===== src/rtl/timer_counter.sv =====
// Memory-mapped countdown timer: CTRL/PRESET/COUNT window at BASE, interrupt on expiry.
// Optional prescaler enabled by defining TIMER_PRESCALE_EN (PRESCALE_DIV clocks per decrement).
module timer_counter #(
  parameter logic [31:0] BASE         = 32'h0000_7F00,
  parameter int unsigned PRESCALE_DIV = 4
) (
  input  logic        clk,
  input  logic        reset,
  input  logic [31:0] addr,
  input  logic        we,
  input  logic [31:0] wd,
  output logic [31:0] rd,
  output logic        irq
);

  typedef enum logic [1:0] {S_IDLE, S_LOAD, S_CNT, S_INT} state_e;

  state_e      state_q;
  logic [3:0]  ctrl_q, ctrl_d;
  logic [31:0] preset_q, preset_d;
  logic [31:0] count_q;
  logic        flag_q;
  logic        tick;

  logic [31:0] off;
  logic        in_win, wr_ctrl, wr_preset;
  logic        en, im, reload;

  // Unsigned subtract folds both window bounds into a single compare.
  assign off       = addr - BASE;
  assign in_win    = (off < 32'd12);
  assign wr_ctrl   = we && in_win && (off[3:2] == 2'd0);
  assign wr_preset = we && in_win && (off[3:2] == 2'd1);

  assign en     = ctrl_q[0];
  assign im     = ctrl_q[3];
  assign reload = (ctrl_q[2:1] == 2'd1);

  always_comb begin
    rd = '0;
    if (in_win) begin
      case (off[3:2])
        2'd0:    rd = {28'b0, ctrl_q};
        2'd1:    rd = preset_q;
        2'd2:    rd = count_q;
        default: rd = '0;
      endcase
    end
  end

  // A CPU write to CTRL overrides the one-shot EN clear on the same edge.
  always_comb begin
    ctrl_d = ctrl_q;
    if (state_q == S_INT && !reload) ctrl_d[0] = 1'b0;
    if (wr_ctrl) ctrl_d = wd[3:0];
    preset_d = wr_preset ? wd : preset_q;
  end

`ifdef TIMER_PRESCALE_EN
  logic [31:0] pre_q;

  assign tick = (pre_q == PRESCALE_DIV - 1);

  always_ff @(posedge clk) begin
    if (reset) begin
      pre_q <= '0;
    end else if (state_q == S_LOAD) begin
      pre_q <= '0;
    end else if (state_q == S_CNT && en) begin
      pre_q <= tick ? 32'd0 : pre_q + 32'd1;
    end
  end
`else
  assign tick = 1'b1;
`endif

  always_ff @(posedge clk) begin
    if (reset) begin
      state_q  <= S_IDLE;
      ctrl_q   <= '0;
      preset_q <= '0;
      count_q  <= '0;
      flag_q   <= 1'b0;
    end else begin
      ctrl_q   <= ctrl_d;
      preset_q <= preset_d;
      if (wr_ctrl || wr_preset) flag_q <= 1'b0;
      case (state_q)
        S_IDLE: if (en) state_q <= S_LOAD;
        S_LOAD: begin
          count_q <= preset_q;
          state_q <= S_CNT;
        end
        S_CNT: begin
          if (!en) begin
            state_q <= S_IDLE;
          end else if (tick) begin
            // Expiry is reached from 1 or 0 alike, so COUNT never underflows.
            if (count_q <= 32'd1) begin
              count_q <= '0;
              state_q <= S_INT;
              flag_q  <= 1'b1;
            end else begin
              count_q <= count_q - 32'd1;
            end
          end
        end
        S_INT:   state_q <= reload ? S_LOAD : S_IDLE;
        default: state_q <= S_IDLE;
      endcase
    end
  end

  assign irq = im & (reload ? (state_q == S_INT) : flag_q);

endmodule


===== config.mk =====
export PLATFORM = sky130hd
export DESIGN_NAME = timer_counter
export DESIGN_NICKNAME = d
export VERILOG_FILES = /design/src/rtl/timer_counter.sv
export SDC_FILE = /design/constraint.sdc
export NUM_CORES = 1
export LEC_CHECK = 0
export BUFFER_PORTS_ARGS = -buffer_cell sky130_fd_sc_hd__buf_4
export CAP_MARGIN = 20
export CORE_ASPECT_RATIO = 0.9
export CORE_MARGIN = 2
export CORE_UTILIZATION = 30
export CTS_BUF_LIST = sky130_fd_sc_hd__clkbuf_16
export CTS_CLUSTER_DIAMETER = 60
export DETAILED_ROUTE_END_ITERATION = 8
export GPL_TIMING_DRIVEN = 1
export PLACE_DENSITY = 0.48
export SLEW_MARGIN = 20
export SYNTH_ARGS = -nofsm -noshare
export SYNTH_HDL_FRONTEND = slang
export SYNTH_SLANG_ARGS = --single-unit
export TNS_END_PERCENT = 30

===== constraint.sdc =====
create_clock -name clk -period 2.7 [get_ports clk]
set_input_delay 0.405 -clock clk [delete_from_list [all_inputs] [get_ports clk]]
set_output_delay 0.405 -clock clk [all_outputs]
set_load 0.05 [all_outputs]

Word-level counts from Yosys, hierarchy flattened --
Index checks and enable logic that the tools add are counted.
Storage, ports and cells: register bits 71, logic and storage cells 49, output and inout bits 33, input bits 67
Operators by class: bitwise logic cells 1, order comparisons 2, add/sub/neg operators 2, equal/unequal tests 9, reductions and logical operators 12, muxes and demuxes 17
Operator list (number):
- two-way mux 32 bit | 3
- case mux 32 bit (3 select lines) | 1
- case mux 32 bit (2 select lines) | 1
- <= comparator 32 x 1 -> 1 bit (second input constant) | 1
- less-than comparator 32 x 4 -> 1 bit (second input constant) | 1
- subtractor 32 x 1 -> 32 bit (second input constant) | 1
- subtractor 32 x 15 -> 32 bit (second input constant) | 1
- two-way mux 1 bit | 8
- case mux 2 bit (4 select lines) | 1
- == test 2 x 1 -> 1 bit (second input constant) | 3
- == test 2 bit (second input constant) | 3
- two-way mux 2 bit | 3
- logical AND 1 bit | 4
- zero test 2 bit | 2
- != test 2 bit (second input constant) | 2
- AND reduction 2 bit | 2
- nonzero test 2 bit | 2
- != test 3 bit (second input constant) | 1
- AND 1 bit | 1
- zero test 1 bit | 1
- logical OR 1 bit | 1

Depth between registers and ports, before layout --
Gate-level depths: netlist of run 1.
depth after elaboration 9, mapped depth 10, depth with buffers taken out 8

Worst setup path before layout of run 1 --
Ideal clock, no wire load.
path type input-to-output, start point input addr[31], end point output rd[10], arrival 2478 ps, path slack -183 ps, cell stages on the path 5, path buffers 2, required time 2295 ps, cells stage by stage or4_1 -> or4_1 -> clkbuf_1 -> buf_1 -> nor2_1
On the way: cells in the longest elaborated chain, start to end 3
RTL lines:
- start: declaration | line 9 | input logic [31:0] addr,
- subtractor 32 x 15 -> 32 bit | line 30 | assign off = addr - BASE;
- less-than comparator 32 x 4 -> 1 bit | line 31 | assign in_win = (off < 32'd12);
- two-way mux 32 bit | line 41 | if (in_win) begin
- end: declaration | line 12 | output logic [31:0] rd,
Every way passes these cells.

Worst setup path in the final report of run 1 --
start point input addr[31], end point output rd[19]
Same word-level chain as after synthesis.

==> impl_metrics.tcl, run 1 <==
set metrics [dict create \
    cp_max_fo 35 \
    synth_area_leaders "dfxtp_1 34%, mux2i_1 11%, nor2_1 9.7%" \
    reg2regPathDepth 6 \
    hp-class "in2reg" \
    drt_iter0_drc 279 \
    antenna_left 0 \
    final.period_utilization 0.944 \
    status "complete, no violations" \
    via_per_inst 5.24 \
    critPathKind "in2out" \
    synth_cell_types 54 \
    die_h_um 116 \
    skew_ns 0.00938 \
    syn_inst 546 \
    setup_viol 0 \
    antenna_found_initial 0 \
    max_freq_mhz 392 \
    peakVddDrop_mv 0.248 \
    grt_remaining_overflow 0 \
    io_pins 100 \
    core_area_um2 13900 \
    wirelength_um 13000 \
    worstMarginPinSlew_ns 0.563 \
    drc 0 \
    grt_max_degree 49 \
    clock_sinks 71 \
    die_area_um2 15000 \
    cts.clk_slew.worst_paths_ns 0.06 \
    initial_core_util 0.303 \
    firstDrtPassIters 5 \
    async_flop_share 0 \
    cts_made_buffers 9 \
    rows 41 \
    p_total_mw 2.20 \
    synth-main-ff-cell "dfxtp_1" \
    slew_headroom 0.621 \
    hold_path_depth 3 \
    postCtsSetupBuffers 0 \
    nFillCells 1482 \
    area_growth_pct 31.0 \
    fin_tns_setup_ns 0 \
    cts_tree "built" \
    ff2ff_setup_slack_ns 0.19 \
    slew_violations 0 \
    ys_seq_area_frac 0.338 \
    root_buffer "clkbuf_16" \
    synth_edf_count 0 \
    endpoint_kind "output port" \
    netlist.area_leader.share 0.338 \
    htree_levels 3 \
    syn_area_um2 4200 \
    io_buffers 97 \
    ys_warn_count 0 \
    clock_latency_ns 0.34 \
    holdWs_ns 0.306 \
    routabilityCongestion 0.819 \
    syn-num-nets 615 \
    synth-seq-cells 71 \
    die_w_um 129 \
    fin_cells 821 \
    layout_commonest_cell "buf_4" \
    p_leak_nw 2.10 \
    grt_use_total 0.181 \
    maxCapViolations 0 \
    drive_above_1_share 0.245 \
    synth_top_area_cell "dfxtp_1" \
    diodes 0 \
    syn_area_per_cell_um2 7.69 \
    postCtsResizedCells 0 \
    mostFrequentLayoutCells "128 x buf_4, 108 x nor2_1, 71 x dfxtp_1" \
    powerDensity_nw_per_um2 401 \
    first_global_vias 4352 \
    hold_violations 0 \
    critical_path_required_ns 2.30 \
    cp-start-kind "input port" \
    cts_buffer_depth 2 \
    min_period_ns 2.55 \
    num_vias 4302 \
    num-nets-final 714 \
    hold_buffers 0 \
    final_util 0.397 \
    wl_per_cell_um 15.8 \
    grt_pass1_wl_um 21700 \
    worst_ep_arrival_time_ns 2.14 \
    dp_cells 806 \
    rsz0062_at_grt "no" \
    dp_hpwl_um 9220 \
]
[power by group]
group	internal (mW)	switching [mW]	total, mW
logic	0.0684	0.0562	0.125
clock network	0.598	0.434	1.03
registers	1.05	0.000000000370	1.05
total	1.71	0.490	2.20
[per-layer routing]
metal | vias to the layer above | GRT usage | routed length [um]
met1 | 2021 | 0.233 | 5990
li1 | 2179 | - | -
met3 | 15 | 0.0334 | 636
met5 | - | 0 | 0
met2 | 87 | 0.314 | 6220
met4 | 0 | 0.0449 | 144
[worst max-delay path, cell delays in order]
cell	delay (ns)
buf_4	0.10
or4_1	0.49
or4_1	0.56
buf_12	0.21
nor2_1	0.14
buf_4	0.22
[logic make-up after synthesis]
kind of cell             Yosys count  share of synthesized area
adder cells (fa/ha/maj)            2                    0.00596
XOR/XNOR                           5                     0.0104
AO/OA/AOI/OAI                    128                      0.202
multiplexers                      47                      0.112
flip-flops                        71                      0.338
buffers and inverters             47                     0.0491
AND/OR/NAND/NOR                  246                      0.282
[registers in the layout, indices dropped and copies added, names as in the netlist]
| register | count |
|---|---|
| preset_q | 32 |
| state_q | 2 |
| count_q | 32 |
| ctrl_q | 4 |
| flag_q | 1 |
[per-stage QoR]
stage	setup WS, ns	instance area [um2]
after floorplan	-0.183	4200
after global placement	0.129	5260
after detailed placement	0.119	5260
after CTS	0.144	5500
after global routing	0.0581	5500
final	0.152	5500
[synth_stat cells (3+ instances only)]
| cell | n |
|---|---|
| mux2i_1 | 47 |
| or2_2 | 4 |
| o21ai_0 | 25 |
| nand3_1 | 19 |
| nand2b_1 | 6 |
| or3_1 | 4 |
| or4_1 | 6 |
| xor2_1 | 5 |
| buf_2 | 3 |
| a22oi_1 | 28 |
| nor4_1 | 12 |
| nor2b_1 | 7 |
| dfxtp_1 | 71 |
| nor3_1 | 18 |
| o311ai_0 | 3 |
| nor2_1 | 108 |
| a21o_1 | 4 |
| a31oi_1 | 4 |
| o32ai_1 | 3 |
| a211oi_1 | 13 |
| a21oi_1 | 30 |
| clkbuf_1 | 31 |
| nand2_1 | 40 |
| buf_1 | 4 |
| buf_4 | 3 |
| nand4_1 | 5 |
| inv_1 | 4 |
[path summary, 6_finish.rpt]
path,endpoint,from
worst max-delay path,rd[19],addr[31]
worst min-delay path,preset_q[31],wd[31]
worst max register to register,count_q[9],count_q[4]
worst min register to register,flag_q,flag_q
[final cells by class]
class | instances | area [um2] | area share
Multi-Input combinational cell | 428 | 2580 | 0.469
Sequential cell | 71 | 1420 | 0.258
Timing Repair Buffer | 131 | 1020 | 0.185
Clock buffer | 9 | 225 | 0.0409
Tap cell | 172 | 215 | 0.0391
Clock inverter | 6 | 23.8 | 0.00432
Inverter | 4 | 15.0 | 0.00273
Note: power is estimated with default switching activity, not from simulation.
==> inputs of run 2 (changes only) <==
--- a/config.mk
+++ b/config.mk
@@ -8,5 +8,5 @@
 export BUFFER_PORTS_ARGS = -buffer_cell sky130_fd_sc_hd__buf_4
-export CAP_MARGIN = 20
+export CAP_MARGIN = 30
 export CORE_ASPECT_RATIO = 0.9
-export CORE_MARGIN = 2
+export CORE_MARGIN = 10
 export CORE_UTILIZATION = 30
--- a/constraint.sdc
+++ b/constraint.sdc
@@ -3,2 +3,2 @@
 set_output_delay 0.405 -clock clk [all_outputs]
-set_load 0.05 [all_outputs]
+set_load 0.02 [all_outputs]
==> run 2 against run 1 <==
Against the previous run: sequential share of layout area barely moved; non-clock buffer count increased by 2; critical path depth stayed put; cell count fell by 0.12%; via count rose by 1.6%; total power grew 1.9%; sequential cell count stayed put; hold slack lost 0.014 ns; first-iteration DRC count up 27%; die area increased by 28%; clock skew shrank 0.0042 ns; combinational power hardly changed.
==> impl_metrics.tcl, run 2 (synthesis gave the netlist of run 1 again) <==
set metrics [dict create \
    skew_ns 0.00516 \
    p_total_mw 2.25 \
    endpoint_kind "output port" \
    via_per_inst 5.33 \
    final_util 0.407 \
    wl_per_cell_um 17.1 \
    hp-class "in2reg" \
    grt_remaining_overflow 0 \
    switching_share 0.233 \
    combinationalPowerShare 0.056 \
    hold_buffers 0 \
    dp_cells 804 \
    final.period_utilization 0.928 \
    io_pins 100 \
    nFillCells 1408 \
    ff2ff_setup_slack_ns 0.22 \
    p_int_mw 1.72 \
    powerDensity_nw_per_um2 408 \
    diodes 0 \
    rows 40 \
    peakVddDrop_mv 0.277 \
    max_freq_mhz 399 \
    postCtsSetupBuffers 0 \
    cts_tree "built" \
    area_growth_pct 31.0 \
    crit_path_frequent_cell "buf_4" \
    initial_core_util 0.311 \
    fin_cells 820 \
    setup_slack_ns 0.193 \
    rsz0062_at_grt "no" \
    min_period_ns 2.51 \
    worstMarginPinSlew_ns 0.567 \
    num-nets-final 716 \
    htree_levels 3 \
    max_stage_delay_ns 0.56 \
    firstDrtPassIters 5 \
    io_buffers 97 \
    wirelength_um 14000 \
    drc 0 \
    slew_violations 0 \
    p_seq_frac 0.466 \
    worst_ep_arrival_time_ns 2.10 \
    grt_pass1_wl_um 22900 \
    die_w_um 145 \
    hold_violations 0 \
    antenna_left 0 \
    critPathKind "in2out" \
    critPathSlowestCell "or4_4" \
    die_h_um 132 \
    power_frac_clock 0.477 \
    crit_chain "buf_4 -> or4_1 -> or4_4 -> buf_4 -> nor2_1 -> buf_4" \
    switchingPower_uw 523 \
    setup_viol 0 \
    root_buffer "clkbuf_16" \
    drt_iter0_drc 355 \
    num_vias 4370 \
    cts_buffer_depth 2 \
    clock_latency_ns 0.35 \
    cts.clk_slew.worst_paths_ns 0.06 \
    die_area_um2 19100 \
    fin_tns_setup_ns 0 \
    status "complete, no violations" \
    cp-start-kind "input port" \
    antenna_found_initial 0 \
    dp_slack_ns 0.122 \
    mostFrequentLayoutCells "132 x buf_4, 108 x nor2_1, 71 x dfxtp_1" \
    crit_family "simple AND/OR/NAND/NOR gates" \
    routabilityCongestion 0.811 \
    cp_num_buf_inv 3 \
    cts_made_buffers 9 \
    slew_headroom 0.619 \
    critical_path_required_ns 2.30 \
    layout_commonest_cell "buf_4" \
    drive_above_1_share 0.255 \
    p_leak_nw 2.10 \
    core_area_um2 13500 \
    cp_max_fo 17 \
    reg.largest.list "count_q x32, preset_q x32, ctrl_q x4" \
    maxCapViolations 0 \
    grt_max_degree 50 \
    grt_use_total 0.148 \
    clock_sinks 71 \
    first_global_vias 4393 \
    dp_hpwl_um 10300 \
]
-- run 2: cell count changes in the layout (fill, tap and decap cells not counted) --
| cell | change |
|---|---|
| inv_1 | -2 |
| buf_4 | +4 |
| buf_12 | -2 |
| clkinv_1 | -1 |
| clkinv_2 | +4 |
| or4_1 | -1 |
| or4_4 | +1 |
-- run 2: tightest hold or removal path: stages --
cell and delay (ns):
buf_4 0.08, mux2i_1 0.05, nor2_1 0.07
-- run 2: layout make-up --
type,count,area [um2],share of cell area
clock buffer,9,225,0.0409
clock inverter,7,32.5,0.00591
multi-input combinational,428,2590,0.470
timing repair buffer,133,1010,0.184
sequential,71,1420,0.258
inverter,4,15.0,0.00273
tap,168,210,0.0382
-- run 2: per-stage QoR --
stage / instance area (um2) / hold slack, ns
final: 5500 / 0.292
after global placement: 5240 / 0.467
after global routing: 5500 / 0.288
after CTS: 5500 / 0.280
after detailed placement: 5240 / 0.491
after floorplan: 4200 / 0.454
-- run 2: power by group through the flow --
stage / logic, mW / registers [mW] / clock network [mW]
after detailed placement: 0.128 / 1.07 / 0
after global placement: 0.126 / 1.07 / 0
after CTS: 0.128 / 1.05 / 1.11
after global routing: 0.137 / 1.05 / 1.15
after floorplan: 0.0379 / 1.07 / 0
final: 0.126 / 1.05 / 1.07
-- run 2: path summary, 6_finish.rpt --
kind	end	depth (start not counted)	startpoint
worst max-delay path	rd[18]	6	addr[31]
worst min-delay path	preset_q[21]	3	wd[21]
worst max register to register	count_q[9]	6	count_q[4]
worst min register to register	flag_q	2	flag_q
-- run 2: what timing repair did --
action	CTS	global route
gates resized for setup	0	1
endpoints found under the setup margin	0	1
endpoints found under the hold margin	0	0
-- run 2: layer usage --
metal,vias up,track usage,wire (um)
met5,-,0,0
met4,0,0.0410,197
met3,21,0.0421,782
met2,98,0.244,6810
met1,2075,0.181,6230
li1,2176,-,-
